## config.mk

```make
export PLATFORM = sky130hd
export DESIGN_NAME = outpkt_cmp_result
export DESIGN_NICKNAME = d
export VERILOG_FILES = /design/src/rtl/outpkt_cmp_result.sv
export SDC_FILE = /design/constraint.sdc
export NUM_CORES = 1
export LEC_CHECK = 0
export ABC_AREA = 1
export CELL_PAD_IN_SITES_DETAIL_PLACEMENT = 2
export CELL_PAD_IN_SITES_GLOBAL_PLACEMENT = 2
export CORE_UTILIZATION = 35
export DETAILED_ROUTE_END_ITERATION = 10
export GPL_ROUTABILITY_DRIVEN = 1
export PLACE_DENSITY_LB_ADDON = 0.12
export SYNTH_ARGS = -nofsm -noshare
export SYNTH_HDL_FRONTEND = slang
export SYNTH_SLANG_ARGS = --single-unit
```

## constraint.sdc

```tcl
create_clock -name CLK -period 4.8 [get_ports CLK]
set_clock_uncertainty 0.1 [all_clocks]
set_input_delay 0.72 -clock CLK [delete_from_list [all_inputs] [get_ports CLK]]
set_output_delay 0.72 -clock CLK [all_outputs]
set_load 0.1 [all_outputs]
```

## src/rtl/outpkt_cmp_result.sv

```systemverilog
// CMP_RESULT packet builder: pops one comparator result record and
// streams it as a 13-word checksummed packet into output_fifo.
module outpkt_cmp_result #(
    parameter logic [7:0] VERSION          = 8'd2,
    parameter logic [7:0] PKT_TYPE         = 8'hD4,
    parameter bit         DISABLE_CHECKSUM = 1'b0
) (
    input  logic        CLK,
    input  logic        rst_n,
    input  logic        res_empty,
    output logic        res_rd_en,
    input  logic [15:0] res_word_id,
    input  logic [31:0] res_gen_id,
    input  logic [15:0] res_hash_num,
    output logic [15:0] dout,
    output logic        wr_en,
    input  logic        full,
    output logic        idle,
    output logic [15:0] pkt_count
);

    typedef enum logic {
        IDLE,
        EMIT
    } state_t;

    localparam logic [15:0] W0      = {PKT_TYPE, VERSION};
    localparam logic [15:0] BODY_LEN = 16'd8;
    localparam logic [3:0]  LAST_W  = 4'd12;

    state_t      state;
    logic [3:0]  wcnt;
    logic [3:0]  wnext;
    logic [15:0] pkt_id;
    logic [15:0] word_id_q;
    logic [31:0] gen_id_q;
    logic [15:0] hash_num_q;
    logic [31:0] hdr_csum;
    logic [31:0] body_csum;

    logic [31:0] hdr_sum_c;
    logic [31:0] body_sum_c;
    logic [31:0] hdr_csum_c;
    logic [31:0] body_csum_c;
    logic [15:0] nxt_word;

    always_comb begin
        res_rd_en = (state == IDLE) && !res_empty;
        idle      = (state == IDLE);
        wr_en     = (state == EMIT) && !full;
    end

    // reserved0/reserved1/len[23:16] are zero, so only the low halves add up
    always_comb begin
        hdr_sum_c  = {16'h0, W0} + {16'h0, BODY_LEN} + {16'h0, pkt_id};
        body_sum_c = {res_gen_id[15:0], res_word_id}
                   + {res_hash_num, res_gen_id[31:16]};
        hdr_csum_c  = DISABLE_CHECKSUM ? 32'h0 : ~hdr_sum_c;
        body_csum_c = DISABLE_CHECKSUM ? 32'h0 : ~body_sum_c;
    end

    assign wnext = wcnt + 4'd1;

    always_comb begin
        nxt_word = 16'h0;
        unique case (wnext)
            4'd1:    nxt_word = 16'h0;
            4'd2:    nxt_word = BODY_LEN;
            4'd3:    nxt_word = 16'h0;
            4'd4:    nxt_word = pkt_id;
            4'd5:    nxt_word = hdr_csum[15:0];
            4'd6:    nxt_word = hdr_csum[31:16];
            4'd7:    nxt_word = word_id_q;
            4'd8:    nxt_word = gen_id_q[15:0];
            4'd9:    nxt_word = gen_id_q[31:16];
            4'd10:   nxt_word = hash_num_q;
            4'd11:   nxt_word = body_csum[15:0];
            4'd12:   nxt_word = body_csum[31:16];
            default: nxt_word = 16'h0;
        endcase
    end

    always_ff @(posedge CLK or negedge rst_n) begin
        if (!rst_n) begin
            state      <= IDLE;
            wcnt       <= 4'd0;
            pkt_id     <= 16'h0;
            pkt_count  <= 16'h0;
            dout       <= 16'h0;
            word_id_q  <= 16'h0;
            gen_id_q   <= 32'h0;
            hash_num_q <= 16'h0;
            hdr_csum   <= 32'h0;
            body_csum  <= 32'h0;
        end else begin
            unique case (state)
                IDLE: begin
                    if (res_rd_en) begin
                        word_id_q  <= res_word_id;
                        gen_id_q   <= res_gen_id;
                        hash_num_q <= res_hash_num;
                        hdr_csum   <= hdr_csum_c;
                        body_csum  <= body_csum_c;
                        wcnt       <= 4'd0;
                        dout       <= W0;
                        state      <= EMIT;
                    end
                end
                EMIT: begin
                    // dout and wcnt hold while output_fifo is full
                    if (wr_en) begin
                        if (wcnt == LAST_W) begin
                            wcnt      <= 4'd0;
                            dout      <= 16'h0;
                            pkt_id    <= pkt_id + 16'd1;
                            pkt_count <= pkt_count + 16'd1;
                            state     <= IDLE;
                        end else begin
                            wcnt <= wnext;
                            dout <= nxt_word;
                        end
                    end
                end
                default: state <= IDLE;
            endcase
        end
    end

endmodule

```

# ---- Word level (Yosys, flattened, before mapping)
# Index checks and enable logic that the tools add are counted.
dict set report classes {
  bitwise_logic 3
  reduce_logical 7
  add_sub_neg 5
  n_mux 13
  eq_ne 13
}
# cell count
set ops {}
lappend ops {{16-bit case mux with 10 select lines} 1}
lappend ops {{16-bit 2-to-1 mux} 3}
lappend ops {{16-bit by 1-bit adder with 16-bit output (second input constant)} 2}
lappend ops {{32-bit adder} 1}
lappend ops {{17-bit NOT with 32-bit output} 1}
lappend ops {{32-bit NOT} 1}
lappend ops {{16-bit case mux with 2 select lines} 1}
lappend ops {{4-bit equality test (second input constant)} 6}
lappend ops {{16-bit by 16-bit adder with 17-bit output (first input constant)} 1}
lappend ops {{4-bit by 3-bit equality test with 1-bit output (second input constant)} 4}
lappend ops {{4-bit 2-to-1 mux} 3}
lappend ops {{4-bit case mux with 2 select lines} 1}
lappend ops {{4-bit by 1-bit adder with 4-bit output (second input constant)} 1}
lappend ops {{4-bit by 2-bit equality test with 1-bit output (second input constant)} 1}
lappend ops {{2-bit inequality test (second input constant)} 2}
lappend ops {{2-bit AND reduction} 2}
lappend ops {{1-bit 2-to-1 mux} 3}
lappend ops {{3-bit AND reduction} 1}
lappend ops {{1-bit logical AND} 2}
lappend ops {{1-bit zero test} 2}
lappend ops {{1-bit case mux with 2 select lines} 1}
lappend ops {{1-bit NOT} 1}
dict set report totals {
  input_bits 68
  wordCells 51
  regBits 181
}

# ---- Logic depth before layout (Yosys ltp)
# Gate-level depths: netlist (run 1).
dict set report logic_depth {
  word_depth 6
  mapped_depth 13
  depth_no_buf 13
}

# ---- Least setup slack after synthesis (run 1)
# No wires, ideal clock.
dict set report synth_path {
  kind {input port to output port}
  startpoint {input res_empty}
  endpoint {output res_rd_en}
  t_required_ps 3980
  arrival_time_ps 2142
  path_stages 3
  path_buffers 2
  slack_ps 1838
  path_cell_list {nor2_1 -> clkbuf_1 -> clkbuf_1}
}
dict set report synth_via {
  elab_chain_len 2
}
# element line_no
set synth_lines {}
lappend synth_lines {{start: declaration} 10} ;# input logic res_empty,
lappend synth_lines {{1-bit zero test} 48} ;# res_rd_en = (state == IDLE) && !res_empty;
lappend synth_lines {{1-bit logical AND} 48}
lappend synth_lines {{end: declaration} 11} ;# output logic res_rd_en,
# Every way passes these cells.

# ---- Worst setup path in the final report (run 1)
dict set report layout_path {
  startpoint {input res_word_id[0]}
  endpoint {register body_csum[16]}
}
dict set report layout_via {
  elab_chain_len 2
}
# element line_no
set layout_lines {}
lappend layout_lines {{start: declaration} 12} ;# input logic [15:0] res_word_id,
lappend layout_lines {{32-bit adder} 57} ;# + {res_hash_num, res_gen_id[31:16]};
lappend layout_lines {{32-bit NOT} 59} ;# body_csum_c = DISABLE_CHECKSUM ? 32'h0 : ~body_sum_c;
lappend layout_lines {{end signal: assignment} 103} ;# body_csum <= body_csum_c;
lappend layout_lines {{end: declaration} 39} ;# logic [31:0] body_csum;
# Every way passes these cells.
# A chain may end at the register's enable or synchronous reset.

==> metrics.txt, run 1 <==
status finished, final reports clean; Final Cycle Share a little over three fifths; worst hold path class input pin to asynchronous set/reset pin; met2 Usage GRT between 50% and 60%; cell taking the most area after synthesis dfrtp_1; Slew Limit Fails 0; detailed-router iteration count before antenna repair 5; Worst setup EP type register; R2R cell count 10; syn_area_per_cell 6.91 um2; # fillers 3464; Post-CTS Repair Setup Buffers 0; crit path DAT 3.29 ns; CP Launch Type input pin; vias in the first global route around 11000; Vias 10294; Syn Nets roughly 1600; Seq. cell area 4180 um2; PortBufs between 100 and 150; total global-route track usage between 20 and 30%; most frequent cells after synthesis nand2_1 (591), inv_1 (188), dfrtp_1 (167), nor2_1 (115), o21ai_0 (110); ant diodes 0; Die Y roughly 170 um; min cycle time layout 3.01 ns; Post-synth top flop dfrtp_1; HPWL Detailed ~33000 um; H-tree Lvls 4; critical path class input pin to register; Buf/Inv on CP 1; Setup TNS 0 ns; Critical Path Max Stage Delay roughly 0.51 ns; CTS clock-pin slew for the worst setup and hold paths ~0.080 ns; # hold bufs at CTS 0; IR drop worst, VDD 0.218 mV; GRT Max-Usage Layer met2; Setup WS pre-CTS approximately 1.4 ns; Worst path top cell family by delay simple AND/OR/NAND/NOR gates; Starting DRT DRC Count ~470; routed len/inst ~21 um; Yosys reg bits approximately 170; Congestion Overflow GR 0; Detail Route Antenna Nets 0; Clock Root Buffer clkbuf_16; Slew @ Worst Pin just under 1 ns; crit-path cells clkdlybuf4s50_1 -> ha_1 -> fa_1 -> nand3_1 -> nand3_1 -> nand2_1 -> nand3b_1 -> nand2_1 -> nand2_1 -> xnor2_1 -> nand2_1 -> nand2_1; Seq/Total Area, Yosys between 40% and 50%; CP max stage cell fa_1; placed insts 1949; setup violators final 0; M1 GR Usage roughly 38%; most common cell in the netlist nand2_1; cells after synthesis roughly 1500; CTS tree done; Pwr Density about 530 nW/um2; total I/O pin count around 100; later-pin clock latency in the skew report around 0.44 ns; Max Cap Violations 0; Leak 6.41 nW; Via density just over 5; unrepaired setup endpoints after global routing false; cts bufs inserted 17; largest cells by area after synthesis dfrtp_1 (40%), nand2_1 (21%), inv_1 (6.8%), o21ai_0 (5.3%), ha_1 (4.8%); largest net degree at the start of global routing 90; relative max-transition margin 33.8%; area of the multi-input gates ~5300 um2; first-pass GRT wire length about 66000 um; NumNets Final ~1700; Post-synth EDFFs 0; asr flop ratio synth between 90% and 100%; worst hold slack approximately 0.24 ns; core area roughly 29000 um2; total power about 6.5 mW; Post-Route WL about 42000 um; Peak Freq between 0.3 and 0.4 GHz; Netlist cell types 37; critical path depth 12; Die X 174 um; drt drc 0; P&R area growth vs syn 19.3%; Final Wtd Congestion slightly below 0.9; critical path data required time about 5.1 ns; Max FO, Critical Path 5; die area 30200 um2; final hold vios 0; initial antenna violation count 0; GR Util met3 2.96%; Row Count a little over 60; Yosys warning count 0; Cell Area, Synth between 10000 and 15000 um2; layout cells sized above 1 under 10%; Final WS setup about 1.8 ns; CTS Buffer Depth 2; most frequent cell on the critical path nand2_1; Finished Layout Cells a little under 2000; area share of the largest cell type after synthesis 40.5%; initial core utilization a little over a third; # resized after CTS 0; clock sinks ~170
## registers in the layout (all words and copies together) (netlist names)
name	flops
wcnt	4
body_csum	32
dout	16
state	1
hdr_csum	18
word_id_q	16
gen_id_q	32
hash_num_q	16
pkt_count	16
pkt_id	16
## placed cells by master, fill, tap and decap left out, types with 4 or more instances in the layout
cell type,Yosys,layout
o21bai_1,4,4
nor2_4,5,6
nor2_1,115,114
inv_1,188,188
xnor2_1,8,8
nand2_2,5,5
nand2_1,591,591
dfrtp_1,167,167
nand4_1,19,19
nor3_1,14,14
nand3_1,88,88
nor2_2,5,5
ha_1,40,40
xor2_1,37,37
clkbuf_16,0,17
clkinvlp_4,0,4
nand3b_1,4,4
a31oi_1,8,8
or2_2,5,5
a21oi_1,28,28
clkdlybuf4s50_1,0,99
buf_4,3,6
o21ai_0,110,110
inv_6,0,5
## per-stage QoR
step                      cell area (um2)  util [%]
after floorplan                     10300         -
after global placement              11700      40.6
after detailed placement            11700      40.6
after CTS                           12300      42.7
after global routing                12300      42.7
final                               12300      42.7
## worst paths after layout
kind | from | end | slack, ns
setup / recovery | res_word_id[0] | body_csum[16] | 1.79
hold / removal | rst_n | gen_id_q[18] | 0.24
setup reg to reg | wcnt[0] | pkt_id[14] | 1.99
hold reg to reg | pkt_count[15] | pkt_count[15] | 0.37
max in group asynchronous | rst_n | hdr_csum[14] | 3.38
min in group CLK | pkt_count[15] | pkt_count[15] | 0.37
## metal layers
| metal | routed length [um] | vias up |
|---|---|---|
| met5 | 0 | - |
| met4 | 852 | 0 |
| met3 | 1130 | 40 |
| met2 | 20900 | 187 |
| met1 | 19200 | 5222 |
| li1 | - | 4845 |
## cell type report
cell class | count | area share (%)
Clock buffer | 19 | 3.59
Clock inverter | 13 | 1.27
Inverter | 190 | 5.79
Multi-Input combinational cell | 1101 | 42.9
Sequential cell | 167 | 33.9
Tap cell | 384 | 3.90
Timing Repair Buffer | 107 | 8.66
## report_power, final
group	internal, mW	leakage, nW	switching (mW)	total, mW
logic	0.709	4.08	1.97	2.67
clock network	0.798	0.281	0.666	1.46
registers	1.96	2.05	0.385	2.35
## cell families after synthesis
| group | Yosys count | share of synthesized area [%] |
|---|---|---|
| AND/OR/NAND/NOR | 860 | 34.4 |
| buffers and inverters | 227 | 8.50 |
| flip-flops | 167 | 40.5 |
| AO/OA/AOI/OAI | 155 | 7.78 |
| XOR/XNOR | 45 | 3.81 |
| adder cells (fa/ha/maj) | 41 | 5.04 |
No activity file was read; power rests on OpenSTA's default activity.
==> run 2: changes to the inputs <==
CORE_UTILIZATION = 29   (was 35)
clock period = 2.7 ns   (was 4.8 ns; I/O delays follow)
==> run 2 against run 1 <==
Clock power increased by 73%. Die area increased by 20%. Non-clock buffer count increased by 70. Critical path depth decreased by 2. Flip-flop and latch count unchanged. Worst setup slack got worse by 1.6 ns. Wire length increased by 4.7%. Sequential share of layout area decreased by 1.7 points. First-iteration DRC count decreased by 25%. Final cell count increased by 7.2%. Worst hold slack improved by 0.14 ns. Cell area increased by 5.3%. Critical endpoint is now pkt_count[12]. Largest power group unchanged. Highest routed layer is now met5.
==> metrics.txt, run 2 (same netlist as run 1, synthesis figures left out) <==
cell area after placement 12300 um2 (+5.1%); sw frac 45.7% (-0.80 points); Starting DRT DRC Count 348 (-25%); CP max stage cell dfrtp_1; min cycle time layout around 2.5 ns; combinational share of power 41.9% (+0.7 points); Slew @ Worst Pin 0.519 ns (-0.470 ns); Pwr Density 894 nW/um2 (+70%); Reg2Reg Capture Point pkt_count[12]; Row Count 68 (+9.7%); most frequent cells in the layout nand2_1 (591), inv_1 (188), dfrtp_1 (167), nor2_1 (114), o21ai_0 (110); post-route cell area 13000 um2 (+5.3%); Internal 6.29 mW (+82%); Slew Limit Fails 0 (unchanged); largest net degree at the start of global routing 51 (-43%); Buf/Inv on CP 2 (+1); R2R cell count 10 (unchanged); Final Wtd Congestion 0.850 (-4.0%); Final Cycle Share 93.6%; core area 34800 um2 (+21%); clock sinks 167 (unchanged); total global-route track usage 25.1% (-3.8 points); detailed-router iteration count before antenna repair 4 (-1); NumNets Final 1763 (+4.1%); first-pass GRT wire length 67400 um (+1.6%); Die Y 191 um (+9.7%); Worst setup EP type register; clock share of power 21.8% (-0.8 points); Leak 6.87 nW (+7.2%); vias in the first global route 11261 (+0.62%); layout cells sized above 1 10.3% (+5.9 points); Via density 4.86 (-6.6%); # fillers 4162 (+20%); final hold vios 0 (unchanged); Max Cap Violations 0 (unchanged); PortBufs 102 (unchanged); Seq. cell area 4180 um2 (unchanged); initial antenna violation count 3 (+3); setup violators final 0 (unchanged); status finished, final reports clean; Post-Route WL 44000 um (+4.7%); die area 36400 um2 (+20%); Clock Root Buffer clkbuf_16; worst hold path class input pin to asynchronous set/reset pin; area of the multi-input gates 5290 um2 (+0.21%); Final Util 37.3% (-5.4 points); commonest non-fill, non-tap cell in the layout nand2_1; Peak Freq ~0.40 GHz; Critical Path Max Stage Delay 0.49 ns (-0.02 ns); CTS Buffer Depth 2 (unchanged); Psw 5.30 mW (+76%); routed len/inst 20.7 um (-2.3%); critical path class register to register; CTS tree done; Congestion Overflow GR 0 (unchanged); Die X 191 um (+9.7%); CP Launch Type register; cts bufs inserted 17 (unchanged); relative max-transition margin 65.3% (+31 points); total I/O pin count 103 (unchanged); drt drc 0 (unchanged); crit-path cells inv_1 -> ha_1 -> nand3_2 -> nor2_4 -> buf_4 -> nand4_1 -> nor2_1 -> nand3_1 -> nor2_1 -> xor2_1; HPWL Detailed 35100 um (+7.3%); Reg power frac 36.3% (about the same); Crit Reg-Reg Startpoint wcnt[0]; H-tree Lvls 4 (unchanged); Detail Route Antenna Nets 0 (unchanged); Vias 10308 (+0.14%); IR drop worst, VDD 0.723 mV (+230%); CTS clock-pin slew for the worst setup and hold paths 0.07 ns (about the same); later-pin clock latency in the skew report 0.46 ns (+0.02 ns); Worst R2R Setup Slack 0.17 ns (-1.82 ns); most frequent cell on the critical path nor2_1; critical path data required time 2.97 ns (-2.10 ns); crit path DAT 2.80 ns (-0.49 ns); Max FO, Critical Path 9 (+4); initial core utilization 29.7% (-6.1 points); P&R area growth vs syn 25.5%; Regs by FF count body_csum: 32 flops, gen_id_q: 32 flops, hdr_csum: 18 flops; Worst path top cell family by delay simple AND/OR/NAND/NOR gates
## run 2: final cells by class
cell class | count | share of cell area (%)
repair buffers | 177 | 12.5
flip-flops and latches | 167 | 32.2
diodes | 1 | 0.0193
clock inverters | 9 | 0.695
well taps | 455 | 4.39
clock buffers | 23 | 3.84
multi-input cells | 1101 | 40.8
inverters | 190 | 5.50
## run 2: worst max-delay path by stage
| stage | from | depth (start not counted) | slack (ns) | endpoint |
|---|---|---|---|---|
| 6_report | wcnt[0] | 10 | 0.17 | pkt_count[12] |
| 2_1_floorplan | res_empty | 3 | 0.37 | res_rd_en |
| 3_5_place_dp | res_word_id[0] | 9 | -0.06 | body_csum[8] |
| 4_1_cts | wcnt[0] | 10 | 0.06 | pkt_id[14] |
| 5_1_grt | wcnt[0] | 10 | -0.05 | pkt_count[12] |
| 3_3_place_gp | res_word_id[0] | 13 | 0.02 | body_csum[30] |
## run 2: stage by stage
stage               TNS [ns]  power [mW]  setup WS [ns]  hold WS [ns]  std cells
floorplan                  0        7.04          0.368       0.00941       1495
global placement           0        8.87         0.0157         0.284       2085
detailed placement    -0.426        9.06        -0.0647         0.286       2085
CTS                        0        11.7         0.0612         0.369       2118
global route         -0.0992        12.3        -0.0497         0.381       2122
finish                     0        11.6          0.174         0.376       2123
## run 2: power groups by stage
stage / clock, mW / sequential [mW] / combinational, mW
after global routing: 2.68 / 4.32 / 5.33
after CTS: 2.60 / 4.22 / 4.87
after global placement: 0 / 4.21 / 4.66
final: 2.53 / 4.21 / 4.86
after detailed placement: 0 / 4.25 / 4.81
after floorplan: 0 / 4.72 / 2.31
## run 2: repair_timing
item / CTS / global route
setup endpoints to repair: 0 / 5
hold buffers: 1 / 0
resized for setup: 0 / 2
buffers inserted: 0 / 4
endpoints found under the hold margin: 41 / 0
## run 2: routing by layer
layer / vias up / wire length (um) / global-route usage (%)
met5: - / 13 / 0
met3: 54 / 1200 / 3.48
met2: 159 / 20800 / 41.5
met4: 2 / 1530 / 10.1
met1: 5113 / 20400 / 32.7
li1: 4980 / - / -
==> run 3: changes to the inputs <==
SKIP_LAST_GASP = 1   (was not set)
==> results of run 3 <==
Same layout as run 2: the final DEF is identical, and so are final timing and power.
